## src/rtl/float64_pkg.sv

```systemverilog
// Shared types and constants for the float64 datapath blocks.
// Holds the operand class codes, exception flag bits, field limits,
// the one-hot unpacker state encoding and the unpacked-operand payload.
package float64_pkg;

  localparam int unsigned WORD_W     = 64;
  localparam int unsigned EXP_W      = 13;
  localparam int unsigned BEXP_W     = 11;
  localparam int unsigned FRAC_W     = 52;
  localparam int unsigned CNT_W      = 6;
  localparam int unsigned STEP_W     = 3;
  localparam int unsigned FLAG_W     = 32;
  localparam int unsigned NORM_STEPS = 6;
  localparam int unsigned HIDDEN_POS = 62;

  localparam logic [BEXP_W-1:0] EXP_MAX = 11'd2047;

  localparam logic [FLAG_W-1:0] FLAG_INEXACT   = 32'd1;
  localparam logic [FLAG_W-1:0] FLAG_UNDERFLOW = 32'd4;
  localparam logic [FLAG_W-1:0] FLAG_OVERFLOW  = 32'd8;
  localparam logic [FLAG_W-1:0] FLAG_INVALID   = 32'd16;

  typedef enum logic [2:0] {
    CLS_ZERO      = 3'd0,
    CLS_SUBNORMAL = 3'd1,
    CLS_NORMAL    = 3'd2,
    CLS_INF       = 3'd3,
    CLS_QNAN      = 3'd4,
    CLS_SNAN      = 3'd5
  } class_t;

  typedef enum logic [2:0] {
    S_IDLE = 3'b001,
    S_NORM = 3'b010,
    S_DONE = 3'b100
  } state_t;

  // Operand in the packer's internal format.
  typedef struct packed {
    logic               sign;
    logic [EXP_W-1:0]   exp;
    logic [WORD_W-1:0]  sig;
    class_t             cls;
  } unpacked_t;

endpackage

```

## src/rtl/float64_subnorm_shifter.sv

```systemverilog
// Iterative leading-zero normalizer for subnormal significands.
// Ports: ap_clk/ap_rst (sync, active-high); load captures frac as
// {0,frac}<<11 and clears the count; step applies shift stage step_idx
// (k = 32>>step_idx). m_nxt_c/cnt_nxt_c expose the post-step values so the
// caller can capture the final result on the same edge as the last step.
module float64_subnorm_shifter
  import float64_pkg::*;
(
  input  logic                ap_clk,
  input  logic                ap_rst,
  input  logic                load,
  input  logic [FRAC_W-1:0]   frac,
  input  logic                step,
  input  logic [STEP_W-1:0]   step_idx,
  output logic [WORD_W-1:0]   m_nxt_c,
  output logic [CNT_W-1:0]    cnt_nxt_c
);

  logic [WORD_W-1:0] m_q;
  logic [CNT_W-1:0]  cnt_q;
  logic [6:0]        k;
  logic [WORD_W-1:0] top_mask;

  // Shift by k when the top k bits of m are all zero.
  always_comb begin
    k         = 7'd32 >> step_idx;
    top_mask  = ~({WORD_W{1'b1}} >> k);
    m_nxt_c   = m_q;
    cnt_nxt_c = cnt_q;
    if ((m_q & top_mask) == '0) begin
      m_nxt_c   = m_q << k;
      cnt_nxt_c = cnt_q + CNT_W'(k);
    end
  end

  always_ff @(posedge ap_clk) begin
    if (ap_rst) begin
      m_q   <= '0;
      cnt_q <= '0;
    end else if (load) begin
      m_q   <= WORD_W'(frac) << 11;
      cnt_q <= '0;
    end else if (step) begin
      m_q   <= m_nxt_c;
      cnt_q <= cnt_nxt_c;
    end
  end

endmodule

```

## src/rtl/unpack_float64.sv

```systemverilog
// Multi-cycle IEEE-754 binary64 unpacker feeding the DF MUL datapath.
// Ports: ap_clk, ap_rst (sync, active-high); ap_start/ap_done/ap_idle/
// ap_ready block handshake; a = operand; float_exception_flag_i/_o/_o_ap_vld
// sticky flag side channel (INVALID added on signalling NaN);
// aSign/aExp/aSig/aClass = registered unpacked operand, valid from DONE
// until the next DONE. Subnormals take 6 extra NORM cycles.
module unpack_float64
  import float64_pkg::*;
(
  input  logic                ap_clk,
  input  logic                ap_rst,
  input  logic                ap_start,
  output logic                ap_done,
  output logic                ap_idle,
  output logic                ap_ready,
  input  logic [WORD_W-1:0]   a,
  input  logic [FLAG_W-1:0]   float_exception_flag_i,
  output logic [FLAG_W-1:0]   float_exception_flag_o,
  output logic                float_exception_flag_o_ap_vld,
  output logic                aSign,
  output logic [EXP_W-1:0]    aExp,
  output logic [WORD_W-1:0]   aSig,
  output logic [2:0]          aClass
);

  state_t              state_q, state_d;
  logic [STEP_W-1:0]   step_q;
  logic                sign_q;
  unpacked_t           res_q;
  unpacked_t           dec_c;

  logic [BEXP_W-1:0]   e_in;
  logic [FRAC_W-1:0]   f_in;
  logic                is_sub;
  logic                accept;
  logic                last_step;
  logic [WORD_W-1:0]   m_nxt;
  logic [CNT_W-1:0]    cnt_nxt;

  assign e_in      = a[62:52];
  assign f_in      = a[51:0];
  assign is_sub    = (e_in == '0) && (f_in != '0);
  assign accept    = (state_q == S_IDLE) && ap_start;
  assign last_step = (state_q == S_NORM) && (step_q == STEP_W'(NORM_STEPS - 1));

  // State register.
  always_ff @(posedge ap_clk) begin
    if (ap_rst) state_q <= S_IDLE;
    else        state_q <= state_d;
  end

  // Next-state logic.
  always_comb begin
    state_d = state_q;
    case (state_q)
      S_IDLE:  if (ap_start) state_d = is_sub ? S_NORM : S_DONE;
      S_NORM:  if (last_step) state_d = S_DONE;
      S_DONE:  state_d = S_IDLE;
      default: state_d = S_IDLE;
    endcase
  end

  // NORM step index; restarts on every accept.
  always_ff @(posedge ap_clk) begin
    if (ap_rst)                 step_q <= '0;
    else if (accept)            step_q <= '0;
    else if (state_q == S_NORM) step_q <= step_q + STEP_W'(1);
  end

  float64_subnorm_shifter u_shifter (
    .ap_clk    (ap_clk),
    .ap_rst    (ap_rst),
    .load      (accept && is_sub),
    .frac      (f_in),
    .step      (state_q == S_NORM),
    .step_idx  (step_q),
    .m_nxt_c   (m_nxt),
    .cnt_nxt_c (cnt_nxt)
  );

  // Single-cycle decode for every class except subnormal.
  always_comb begin
    dec_c.sign = a[63];
    dec_c.exp  = '0;
    dec_c.sig  = '0;
    dec_c.cls  = CLS_ZERO;
    if (e_in == EXP_MAX) begin
      dec_c.exp = EXP_W'(EXP_MAX);
      dec_c.sig = WORD_W'(f_in) << 10;
      if (f_in == '0)   dec_c.cls = CLS_INF;
      else if (f_in[51]) dec_c.cls = CLS_QNAN;
      else               dec_c.cls = CLS_SNAN;
    end else if (e_in != '0) begin
      dec_c.exp = EXP_W'(e_in) - EXP_W'(1);
      dec_c.sig = WORD_W'({1'b1, f_in}) << 10;
      dec_c.cls = CLS_NORMAL;
    end else if (f_in != '0) begin
      dec_c.cls = CLS_SUBNORMAL;
    end
  end

  // Result registers; subnormals are written on the final NORM edge.
  always_ff @(posedge ap_clk) begin
    if (ap_rst) begin
      sign_q    <= 1'b0;
      res_q.sign <= 1'b0;
      res_q.exp  <= '0;
      res_q.sig  <= '0;
      res_q.cls  <= CLS_ZERO;
    end else begin
      if (accept) sign_q <= a[63];
      if (accept && !is_sub) begin
        res_q <= dec_c;
      end else if (last_step) begin
        res_q.sign <= sign_q;
        res_q.exp  <= EXP_W'(0) - EXP_W'(cnt_nxt);
        res_q.sig  <= m_nxt >> 1;
        res_q.cls  <= CLS_SUBNORMAL;
      end
    end
  end

  assign aSign    = res_q.sign;
  assign aExp     = res_q.exp;
  assign aSig     = res_q.sig;
  assign aClass   = res_q.cls;

  assign ap_done  = (state_q == S_DONE);
  assign ap_ready = ap_done;
  assign ap_idle  = (state_q == S_IDLE) && !ap_start;

  assign float_exception_flag_o_ap_vld = ap_done && (res_q.cls == CLS_SNAN);
  assign float_exception_flag_o = float_exception_flag_i |
                                  (float_exception_flag_o_ap_vld ? FLAG_INVALID : '0);

endmodule

```

## config.mk

```make
export PLATFORM = sky130hd
export DESIGN_NAME = unpack_float64
export DESIGN_NICKNAME = d
export VERILOG_FILES = /design/src/rtl/float64_pkg.sv /design/src/rtl/float64_subnorm_shifter.sv /design/src/rtl/unpack_float64.sv
export SDC_FILE = /design/constraint.sdc
export NUM_CORES = 1
export LEC_CHECK = 0
export CAP_MARGIN = 20
export CORE_MARGIN = 5
export CORE_UTILIZATION = 40
export CTS_BUF_LIST = sky130_fd_sc_hd__clkbuf_4 sky130_fd_sc_hd__clkbuf_8
export DETAILED_ROUTE_END_ITERATION = 6
export PLACE_DENSITY_LB_ADDON = 0.3
export SETUP_SLACK_MARGIN = 0.5
export SLEW_MARGIN = 20
export SYNTH_ARGS = -nofsm -noshare
export SYNTH_HDL_FRONTEND = slang
export SYNTH_HIERARCHICAL = 1
export SYNTH_SLANG_ARGS = --single-unit
```

## constraint.sdc

```tcl
create_clock -name ap_clk -period 5.05 [get_ports ap_clk]
set_input_delay 1.515 -clock ap_clk [delete_from_list [all_inputs] [get_ports ap_clk]]
set_output_delay 1.515 -clock ap_clk [all_outputs]
set_load 0.02 [all_outputs]
```

==> metrics.log <==
[metrics] Hold Crit Class: reg -> reg
[metrics] synth-to-layout area growth: 17.2%
[metrics] top-level I/O count: 216
[metrics] setup repair after global routing missed its margin: no
[metrics] final hold violations: 0
[metrics] Mapped Avg Cell Area: between 7 and 8 µm²
[metrics] total routing usage reported by global routing: between 30 and 40%
[metrics] outcome: complete, but fails checks
[metrics] P_sw: 0.826 mW
[metrics] gp weighted congestion: 1.01
[metrics] startpoint of the tightest hold check path: aSig[38]$_SDFFE_PP0P_
[metrics] die width: about 180 µm
[metrics] R2R depth: 15
[metrics] final critical-path setup slack: 0.626 ns
[metrics] via total after detailed routing: around 13000
[metrics] Total Neg Setup Slack: 0 ns
[metrics] hold-fix buffers at CTS: 0
[metrics] largest fanout of any net on the critical path: 3
[metrics] initial standard-cell utilization of the core: between 40% and 50%
[metrics] Power Dens Cells: 201 mW/mm²
[metrics] pin count of the biggest net entering global routing: 71
[metrics] number of antenna violations at the first check in global routing: 0
[metrics] worst clock skew: around 0.025 ns
[metrics] post-route standard cell area excluding fillers: 0.0138 mm²
[metrics] headroom to the max-slew limit: between 15 and 20%
[metrics] antenna diode count: 0
[metrics] DIE AREA: 0.0329 mm²
[metrics] Overflow after GRT: 0
[metrics] Req. time, crit path: roughly 3.5 ns
[metrics] deepest clock path buffer count: 2
[metrics] placed standard-cell area: roughly 0.013 mm²
[metrics] Warnings, synthesis: 6
[metrics] flop2flop setup slack: between 0.9 and 1 ns
[metrics] cell-internal power: a little under 2 mW
[metrics] post-route minimum period: approximately 4.4 ns
[metrics] clock sinks: roughly 160
[metrics] fraction of power spent switching nets: 29.8%
[metrics] Final Instance Count excl. Fillers: around 2000
[metrics] via count of the first global-routing pass: approximately 13000
[metrics] Die Height: roughly 180 µm
[metrics] worst reg2reg path endpoint: aExp[11]$_SDFFE_PP0P_
[metrics] arrival time worst endpoint: 2.91 ns
[metrics] Routed WL per cell: roughly 26 µm
[metrics] worst setup slack before clock tree synthesis: around 0.55 ns
[metrics] DRT Wirelength: about 53 mm
[metrics] share of post-route cells with drive strength above 1: about a tenth
[metrics] cell area after technology mapping: ~0.012 mm²
[metrics] clock edge transition at the registers on the reported setup and hold paths: about 0.10 ns
[metrics] worst hold path cell count: 2
[metrics] DRC marker count from the first detailed-route iteration: 1814
[metrics] number of buffers inserted to repair setup after CTS: 0
[metrics] H-tree level count: 4
[metrics] vias per inst: between 6 and 7
[metrics] transition at the pin with the smallest max-transition slack: 1.23 ns
[metrics] worst ir drop on vdd: 0.163 mV
[metrics] clock root buffer: sky130_fd_sc_hd__clkbuf_8
[metrics] Port Buffer Count: about 150
[metrics] row count: 62
[metrics] Final ANT Viol Nets: 0
[metrics] violated checks: DRC
[metrics] power share of the combinational group: about an eighth
[metrics] remaining routing DRC violations: 7
[metrics] portion of total power attributed to the clock network: about 40%
[metrics] sink of the worst hold path: aSig[38]$_SDFFE_PP0P_
[metrics] TritonCTS Buffers: 17
[metrics] achievable frequency: 0.226 GHz
[metrics] worst hold slack: 0.471 ns
[metrics] total leakage power: 4.69 nW
[metrics] quantity of gates resized following cts: 0
[metrics] r2r startpoint: step_q[1]$_SDFFE_PP0P_
[metrics] endpoint type of the worst setup path: primary output
[metrics] worst skew pair latency: ~0.48 ns
[metrics] sequential share of power: between 40% and 50%
[metrics] first-pass GRT wire length: 79.4 mm
[metrics] Cells after Synth: between 1500 and 2000
[metrics] nets@finish: roughly 1700
[metrics] Std-Cell Core Area: just under 0.03 mm²
[metrics] placed instance count: 1989
[metrics] fraction of the cycle the final worst path needs: between 80 and 90%
[metrics] critical path start-end classification: in -> out
[metrics] iteration count of the initial detailed-routing pass: 7
[metrics] clock tree from TritonCTS: built
[metrics] Startpoint Class: input pin
[metrics] final standard cell utilization of the core: 47.7%
[metrics] number of nets produced by synthesis: 1689
[metrics] max-slew violation total from the final report: 0
[metrics] half-perimeter wire length after detailed placement: ~38 mm
[metrics] max-cap viol count: 0
[metrics] Power Total: 2.77 mW
[metrics] final setup fails: 0
==> worst max-delay path, cell delays in order <==
cell	delay [ns]
sky130_fd_sc_hd__clkdlybuf4s50_1	0.45
sky130_fd_sc_hd__nor4b_1	0.28
sky130_fd_sc_hd__clkdlybuf4s50_1	0.66
==> worst max-delay path by stage <==
stage,from,endpoint,slack (ns),cells past startpoint
6_report,ap_start,ap_idle,0.63,3
5_1_grt,ap_start,ap_idle,0.53,3
4_1_cts,ap_start,ap_idle,0.63,3
3_5_place_dp,a[20],u_shifter/m_q[26]$_SDFFE_PP0P_,0.55,11
3_3_place_gp,a[20],u_shifter/m_q[34]$_SDFFE_PP0P_,0.51,11
2_1_floorplan,a[52],u_shifter/m_q[26]$_SDFFE_PP0P_,1.20,11
==> power by group through the flow <==
stage	logic, mW	clock network [mW]	registers (mW)
floorplan	0.163	0	1.36
global placement	0.365	0	1.32
detailed placement	0.367	0	1.32
CTS	0.368	1.12	1.29
global route	0.392	1.17	1.30
finish	0.369	1.11	1.29
==> routing by layer <==
layer	vias up	GRT usage, %	part of all wire (%)
met5	-	0	0
met4	0	11.4	4.2
met3	148	6.29	11
met2	974	46.3	44
met1	6313	42.4	41
li1	5921	-	-
==> state kept, by name, indices dropped and copies added, names as in the netlist <==
signal           count
sign_q               1
aSign                1
aExp                12
step_q               3
aClass               3
aSig                63
state_q              3
u_shifter/m_q       64
u_shifter/cnt_q      6
==> area by class of cell <==
class | count | area, µm²
fillers | 2892 | 15100
multi-input cells | 1195 | 7580
flip-flops and latches | 156 | 3130
repair buffers | 216 | 2000
well taps | 384 | 480
clock buffers | 18 | 241
clock inverters | 14 | 198
inverters | 38 | 143
==> cell usage in the layout, fill, tap and decap left out, drive strengths merged, types with 26 or more instances in the layout <==
master / instances
nand4: 27
dfxtp: 156
a21oi: 122
clkdlybuf4s50: 151
o31ai: 26
o21ai: 116
a22oi: 44
nor2: 100
nand2: 195
mux2i: 69
nor3: 49
inv: 44
buf: 65
nand3: 52
Power figures use the tool's default switching activity.
